==> config.mk <==
export PLATFORM = sky130hd
export DESIGN_NAME = mem_lsu
export DESIGN_NICKNAME = d
export VERILOG_FILES = /design/src/rtl/mem_lsu_pkg.sv /design/src/rtl/mem_lsu_load_align.sv /design/src/rtl/mem_lsu.sv
export SDC_FILE = /design/constraint.sdc
export NUM_CORES = 1
export LEC_CHECK = 0
export ABC_AREA = 0
export CORE_MARGIN = 1
export CORE_UTILIZATION = 38
export DETAILED_ROUTE_END_ITERATION = 10
export GPL_TIMING_DRIVEN = 0
export PLACE_DENSITY = 0.75
export SETUP_SLACK_MARGIN = 0.4
export SLEW_MARGIN = 20
export SYNTH_ARGS = -nofsm -noshare
export SYNTH_HDL_FRONTEND = slang
export SYNTH_HIERARCHICAL = 1
export SYNTH_SLANG_ARGS = --single-unit
==> constraint.sdc <==
create_clock -name clk -period 2.14 [get_ports clk]
set_input_delay 0.535 -clock clk [delete_from_list [all_inputs] [get_ports clk]]
set_output_delay 0.535 -clock clk [all_outputs]
set_load 0.02 [all_outputs]
==> src/rtl/mem_lsu_pkg.sv <==
// Shared types for the MEM-stage load/store unit: the core's regfilemux select
// encoding and the LSU state, funct3 and access-size definitions.
package regfilemux;
  typedef enum logic [3:0] {
    alu_out  = 4'b0000,
    br_en    = 4'b0001,
    u_imm    = 4'b0010,
    lw       = 4'b0011,
    pc_plus4 = 4'b0100,
    lb       = 4'b0101,
    lbu      = 4'b0110,
    lh       = 4'b0111,
    lhu      = 4'b1000
  } regfilemux_sel_t;
endpackage

package lsu_types;
  typedef enum logic {IDLE, BUSY} lsu_state_t;

  localparam logic [2:0] lb  = 3'b000;
  localparam logic [2:0] lh  = 3'b001;
  localparam logic [2:0] lw  = 3'b010;
  localparam logic [2:0] lbu = 3'b100;
  localparam logic [2:0] lhu = 3'b101;
  localparam logic [2:0] sb  = 3'b000;
  localparam logic [2:0] sh  = 3'b001;
  localparam logic [2:0] sw  = 3'b010;

  typedef enum logic [1:0] {SZ_BYTE, SZ_HALF, SZ_WORD} access_size_t;

  // Any funct3 that is not a defined byte/half form falls back to a word access.
  function automatic access_size_t access_size(input logic store, input logic [2:0] funct3);
    if (store) begin
      case (funct3)
        sb:      return SZ_BYTE;
        sh:      return SZ_HALF;
        sw:      return SZ_WORD;
        default: return SZ_WORD;
      endcase
    end
    case (funct3)
      lb, lbu: return SZ_BYTE;
      lh, lhu: return SZ_HALF;
      lw:      return SZ_WORD;
      default: return SZ_WORD;
    endcase
  endfunction

  function automatic logic [3:0] store_be(input access_size_t size, input logic [1:0] off);
    case (size)
      SZ_BYTE: return 4'b0001 << off;
      SZ_HALF: return 4'b0011 << {off[1], 1'b0};
      default: return 4'b1111;
    endcase
  endfunction

  function automatic logic [31:0] store_data(input access_size_t size, input logic [31:0] wdata);
    case (size)
      SZ_BYTE: return {4{wdata[7:0]}};
      SZ_HALF: return {2{wdata[15:0]}};
      default: return wdata;
    endcase
  endfunction

  function automatic logic is_misaligned(input access_size_t size, input logic [1:0] off);
    case (size)
      SZ_HALF: return off[0];
      SZ_WORD: return off != 2'b00;
      default: return 1'b0;
    endcase
  endfunction
endpackage

==> src/rtl/mem_lsu_load_align.sv <==
// Load formatter: picks the addressed byte/half out of the memory word,
// sign- or zero-extends it and reports the matching regfilemux select.
module lsu_load_align
  import lsu_types::*;
(
  input  logic [31:0]                rdata,
  input  logic [2:0]                 funct3,
  input  logic [1:0]                 off,
  output logic [31:0]                data,
  output regfilemux::regfilemux_sel_t sel
);
  logic [7:0]  byte_lane;
  logic [15:0] half_lane;

  assign byte_lane = rdata[{off, 3'b000} +: 8];
  assign half_lane = rdata[{off[1], 4'b0000} +: 16];

  // NOTE: every output gets a default first so no path leaves it unassigned, which would infer a latch.
  always_comb begin
    data = rdata;
    sel  = regfilemux::lw;
    case (funct3)
      lb: begin
        data = {{24{byte_lane[7]}}, byte_lane};
        sel  = regfilemux::lb;
      end
      lbu: begin
        data = {24'h0, byte_lane};
        sel  = regfilemux::lbu;
      end
      lh: begin
        data = {{16{half_lane[15]}}, half_lane};
        sel  = regfilemux::lh;
      end
      lhu: begin
        data = {16'h0, half_lane};
        sel  = regfilemux::lhu;
      end
      default: begin
        data = rdata;
        sel  = regfilemux::lw;
      end
    endcase
  end
endmodule

==> src/rtl/mem_lsu.sv <==
// MEM-stage load/store unit: one outstanding data-memory access, pipeline stall
// while it is in flight. Define LSU_MISALIGN_TRAP_EN to trap misaligned accesses.
module mem_lsu
  import lsu_types::*;
#(
  parameter int ADDR_W = 32
) (
  input  logic                        clk,
  input  logic                        rst,
  input  logic                        req_valid,
  input  logic                        req_store,
  input  logic [2:0]                  req_funct3,
  input  logic [ADDR_W-1:0]           req_addr,
  input  logic [31:0]                 req_wdata,
  input  logic [4:0]                  req_rd,
  output logic                        stall,
  output logic                        dmem_read,
  output logic                        dmem_write,
  output logic [ADDR_W-1:0]           dmem_address,
  output logic [31:0]                 dmem_wdata,
  output logic [3:0]                  dmem_byte_enable,
  input  logic [31:0]                 dmem_rdata,
  input  logic                        dmem_resp,
  output logic                        wb_valid,
  output logic [31:0]                 wb_data,
  output logic [4:0]                  wb_rd,
  output regfilemux::regfilemux_sel_t wb_sel,
  output logic                        misalign
);
  lsu_state_t   state;
  lsu_state_t   state_next;
  access_size_t req_size;
  logic         req_misaligned;
  logic         accept;
  logic         complete;

  logic         op_store;
  logic [2:0]   op_funct3;
  logic [4:0]   op_rd;
  logic [1:0]   op_off;

  logic [31:0]                 load_data;
  regfilemux::regfilemux_sel_t load_sel;

  assign req_size = access_size(req_store, req_funct3);

`ifdef LSU_MISALIGN_TRAP_EN
  assign req_misaligned = is_misaligned(req_size, req_addr[1:0]);

  always_ff @(posedge clk or negedge rst) begin
    if (!rst) misalign <= 1'b0;
    else      misalign <= (state == IDLE) && req_valid && req_misaligned;
  end
`else
  assign req_misaligned = 1'b0;
  assign misalign       = 1'b0;
`endif

  always_ff @(posedge clk or negedge rst) begin
    if (!rst) state <= IDLE;
    else      state <= state_next;
  end

  // A trapped request is consumed in IDLE without ever issuing a memory access.
  always_comb begin
    state_next = state;
    accept     = 1'b0;
    complete   = 1'b0;
    case (state)
      IDLE: begin
        if (req_valid && !req_misaligned) begin
          accept     = 1'b1;
          state_next = BUSY;
        end
      end
      BUSY: begin
        if (dmem_resp) begin
          complete   = 1'b1;
          state_next = IDLE;
        end
      end
      default: state_next = IDLE;
    endcase
  end

  // Drops in the resp cycle so the pipeline advances exactly once per access.
  assign stall = ((state == IDLE) && req_valid) || ((state == BUSY) && !dmem_resp);

  lsu_load_align u_align (
    .rdata  (dmem_rdata),
    .funct3 (op_funct3),
    .off    (op_off),
    .data   (load_data),
    .sel    (load_sel)
  );

  // NOTE: non-blocking assignments so every register samples pre-edge values regardless of statement order.
  always_ff @(posedge clk or negedge rst) begin
    if (!rst) begin
      op_store         <= 1'b0;
      op_funct3        <= 3'b000;
      op_rd            <= 5'd0;
      op_off           <= 2'b00;
      dmem_read        <= 1'b0;
      dmem_write       <= 1'b0;
      dmem_address     <= '0;
      dmem_wdata       <= 32'h0;
      dmem_byte_enable <= 4'b0000;
      wb_valid         <= 1'b0;
      wb_data          <= 32'h0;
      wb_rd            <= 5'd0;
      wb_sel           <= regfilemux::alu_out;
    end else begin
      wb_valid <= 1'b0;
      if (accept) begin
        op_store         <= req_store;
        op_funct3        <= req_funct3;
        op_rd            <= req_rd;
        op_off           <= req_addr[1:0];
        dmem_address     <= {req_addr[ADDR_W-1:2], 2'b00};
        dmem_byte_enable <= req_store ? store_be(req_size, req_addr[1:0]) : 4'b1111;
        if (req_store) dmem_wdata <= store_data(req_size, req_wdata);
        dmem_read        <= !req_store;
        dmem_write       <= req_store;
      end
      if (complete) begin
        dmem_read  <= 1'b0;
        dmem_write <= 1'b0;
        if (!op_store) begin
          wb_valid <= 1'b1;
          wb_data  <= load_data;
          wb_rd    <= op_rd;
          wb_sel   <= load_sel;
        end
      end
    end
  end
endmodule

==> summary.txt <==
STA
  • Final Cycle Share: 0.836
  • Final Max Tran Viols: 0
  • Layout Skew: roughly 0.011 ns
  • Relative slew slack: 0.622
  • RSZ-0062 raised after global routing: true
  • Final Hold Vio Count: 0
  • Fmax achieved: 559 MHz
  • Worst-Margin Slew: ~0.57 ns
  • Minimum clock period: ~1.8 ns
  • Setup TNS: 0 ns
  • # setup viols final: 0

Floorplan
  • Die footprint: 15400 sq um
  • Rows: 44
  • Core area: roughly 15000 sq um
  • Initial core utilization: 0.390
  • I/O Pins: approximately 220
  • Chip Width: 124 um
  • Die Ht: 124 um

Placed design
  • Placed wire-length estimate: between 10000 and 15000 um
  • Placed instance count: a little over 900
  • Number of port buffers: between 200 and 250
  • Gpl congestion: ~0.89

Global route
  • Gr usage total: 0.224
  • Largest net degree at the start of global routing: between 60 and 70
  • Vias in the first global route: roughly 5000
  • Initial antenna violation count: 0
  • First-pass GRT wire length: about 26000 um
  • Grt ovf: 0

Setup path
  • CP delay by family, top: flip-flops
  • CP max stage delay: around 0.36 ns
  • Critical Path Start: state$_DFF_PN0_
  • Cell chain of the critical path: buf_4, a21oi_4, buf_6
  • Reg2reg setup slack: approximately 0.35 ns
  • Kind of end point of the critical path: output port
  • Worst reg-to-reg path cell count: 7
  • R2r startpoint: op_off[0]$_DFFE_PN0P_
  • Stages on the worst setup path: 3
  • Critical Path End: stall
  • Arr. time, crit path: between 1 and 1.5 ns
  • CP Launch Type: flip-flop
  • CP max-delay cell: dfrtp_1
  • Worst Path Buf+Inv: 2
  • Reg-to-reg critical path endpoint: wb_data[31]$_DFFE_PN0P_
  • Crit path required time: about 1.6 ns
  • CP max FO: 9
  • Critical path type: reg2out

Detailed routing
  • Avg WL per Cell: approximately 18 um
  • Post-route ant nets: 0
  • Routed WL: 16800 um
  • 1st-iter DRT viols: around 260
  • DR vias/cell: 5.20
  • Drt first pass iters: 5
  • # DRC: 0
  • Via count: between 4000 and 5000

Min path
  • Hold crit path type: in2async

Logic synthesis
  • Largest family of logic cells by synthesized area: multiplexers
  • Sequential area share after synthesis: 0.539
  • Syn Inst Count: 514
  • Cell area after synthesis: around 5700 sq um
  • Netlist cell types: ~40
  • Complex-gate fraction of the synthesized area: 0.105
  • Post-Synth Simple-Gate Area: 0.123
  • XOR/XNOR Fraction of Synth Area: 0
  • Area share of fa/ha/maj cells after synthesis: 0
  • Post-synthesis mux area share: 0.193
  • Average instance area after synthesis: 11.0 sq um
  • Post-synthesis register bit count: 122
  • Yosys warnings: 6

Layout
  • Area grow syn2layout: 55.6%
  • Commonest cells after routing, fill and taps aside: dfrtp_1 (120), dlygate4sd2_1 (113), clkdlybuf4s50_1 (99)
  • Layout cells sized above 1: 0.250
  • Final #Nets: between 800 and 900
  • Commonest non-fill, non-tap cell in the layout: dfrtp_1
  • Ant diodes: 0
  • Post-Layout Cell Count: about 960

CTS
  • Clk sinks: 122
  • TritonCTS clock tree: done
  • Clock Latency Late Sink: approximately 0.42 ns
  • Clk slew on worst S/H paths: 0.05 ns
  • H-tree depth: 4
  • CTS root buf: clkbuf_16
  • Max clock buf depth: 2
  • Number of CTS-inserted buffers: 17
  • Hold buffers post-CTS: 0

Pwr
  • Power per cell area: 1200 nW/um^2
  • Peak supply drop: roughly 650 uV
  • Pwr Total: between 0.01 and 0.015 W
  • Seq pwr share: 0.331
  • Clock power share: 0.281
  • Net Sw Power: ~0.0036 W
  • Lkg Pwr: between 4 and 5 nW
  • Combinational share of power: 0.388
  • Switching Fraction: 0.345
  • Internal: roughly 0.0069 W

Job
  • Max cap viols: 0

Status
  • Status: completed
final cells by class:
class | count | area, sq um
buffer | 36 | 220
multi-input combinational | 352 | 2510
sequential | 122 | 3060
clock inverter | 7 | 113
timing repair buffer | 226 | 2160
inverter | 6 | 22.5
fill | 1241 | 5720
tap | 184 | 230
clock buffer | 24 | 502
sequential cells by signal, summed over array words and instances, names as in the netlist, 2 cells and up:
| register | count |
|---|---|
| op_off | 2 |
| wb_data | 32 |
| op_rd | 5 |
| wb_rd | 5 |
| dmem_byte_enable | 4 |
| dmem_wdata | 32 |
| op_funct3 | 3 |
| wb_sel | 4 |
| dmem_address | 30 |
worst min-delay path by stage:
stage / from / to / slack (ns) / depth (start not counted)
global route: rst / wb_data[10]$_DFFE_PN0P_ / 0.12 / 1
detailed placement: dmem_wdata[7]$_DFFE_PN0P_ / dmem_wdata[7]$_DFFE_PN0P_ / 0.47 / 2
floorplan: rst / dmem_address[10]$_DFFE_PN0P_ / 0.24 / 0
global placement: dmem_wdata[7]$_DFFE_PN0P_ / dmem_wdata[7]$_DFFE_PN0P_ / 0.46 / 2
finish: rst / wb_data[10]$_DFFE_PN0P_ / 0.08 / 1
CTS: rst / wb_data[10]$_DFFE_PN0P_ / 0.09 / 1
through the flow:
step                      setup slack (ns)  hold slack (ns)  area (sq um)   util
final                                0.350           0.0824          8810  0.606
after global placement               -4.11            0.463          8070  0.555
after floorplan                      0.421            0.239          5670      -
after global routing                 0.301            0.116          8810  0.606
after CTS                            0.188           0.0944          8690  0.598
after detailed placement            -0.313            0.466          8100  0.557
per-layer routing:
metal,GRT usage,vias up,wire length (um)
met2,0.358,244,7970
met1,0.284,2434,7060
met3,0.0604,32,1340
met5,0,-,0
met4,0.0997,0,445
li1,-,2265,-
cells by family after synthesis:
| kind of cell | Yosys count |
|---|---|
| and+or+nand+nor | 160 |
| DFF | 122 |
| muxes | 98 |
| AOI/OAI and AO/OA | 91 |
| buffers and inverters | 42 |
| other | 1 |
synthesized netlist by cell type (all sizes together):
master     n  area [sq um]
mux2      85           961
o2bb2ai    1          15.0
a31oi     16           100
nand3      9          45.0
and3b      1          8.76
o21a       3          22.5
nand3b     1          7.51
nor2      36           138
o21ai     18          90.1
a22oi      3          22.5
clkbuf     7          26.3
a211oi     5          50.1
nor4       2          18.8
and2       1          8.76
conb       1          3.75
mux2i     13           130
dfrtp    122          3050
nand2b     4          25.0
nor3       1          5.00
a21o       5          37.5
or2        1          6.26
buf       29           173
a21oi     28           151
nor2b      8          50.1
inv        6          22.5
a22o       5          43.8
a221o      4          40.0
nand2     96           385
o21bai     3          22.5
what timing repair did:
item / CTS / global route
pin swaps: 2 / 2
endpoints found under the setup margin: 155 / 49
gates cloned: 1 / 1
buffers inserted: 5 / 1
resized for setup: 127 / 41
power groups by stage:
| stage | Combinational, W | Clock (W) | Sequential, W |
|---|---|---|---|
| floorplan | 0.00141 | 0 | 0.00438 |
| global placement | 0.00436 | 0 | 0.00351 |
| detailed placement | 0.00443 | 0 | 0.00355 |
| CTS | 0.00403 | 0.00302 | 0.00349 |
| global route | 0.00440 | 0.00314 | 0.00360 |
| finish | 0.00409 | 0.00297 | 0.00349 |
(Power assumes the default switching activity.)
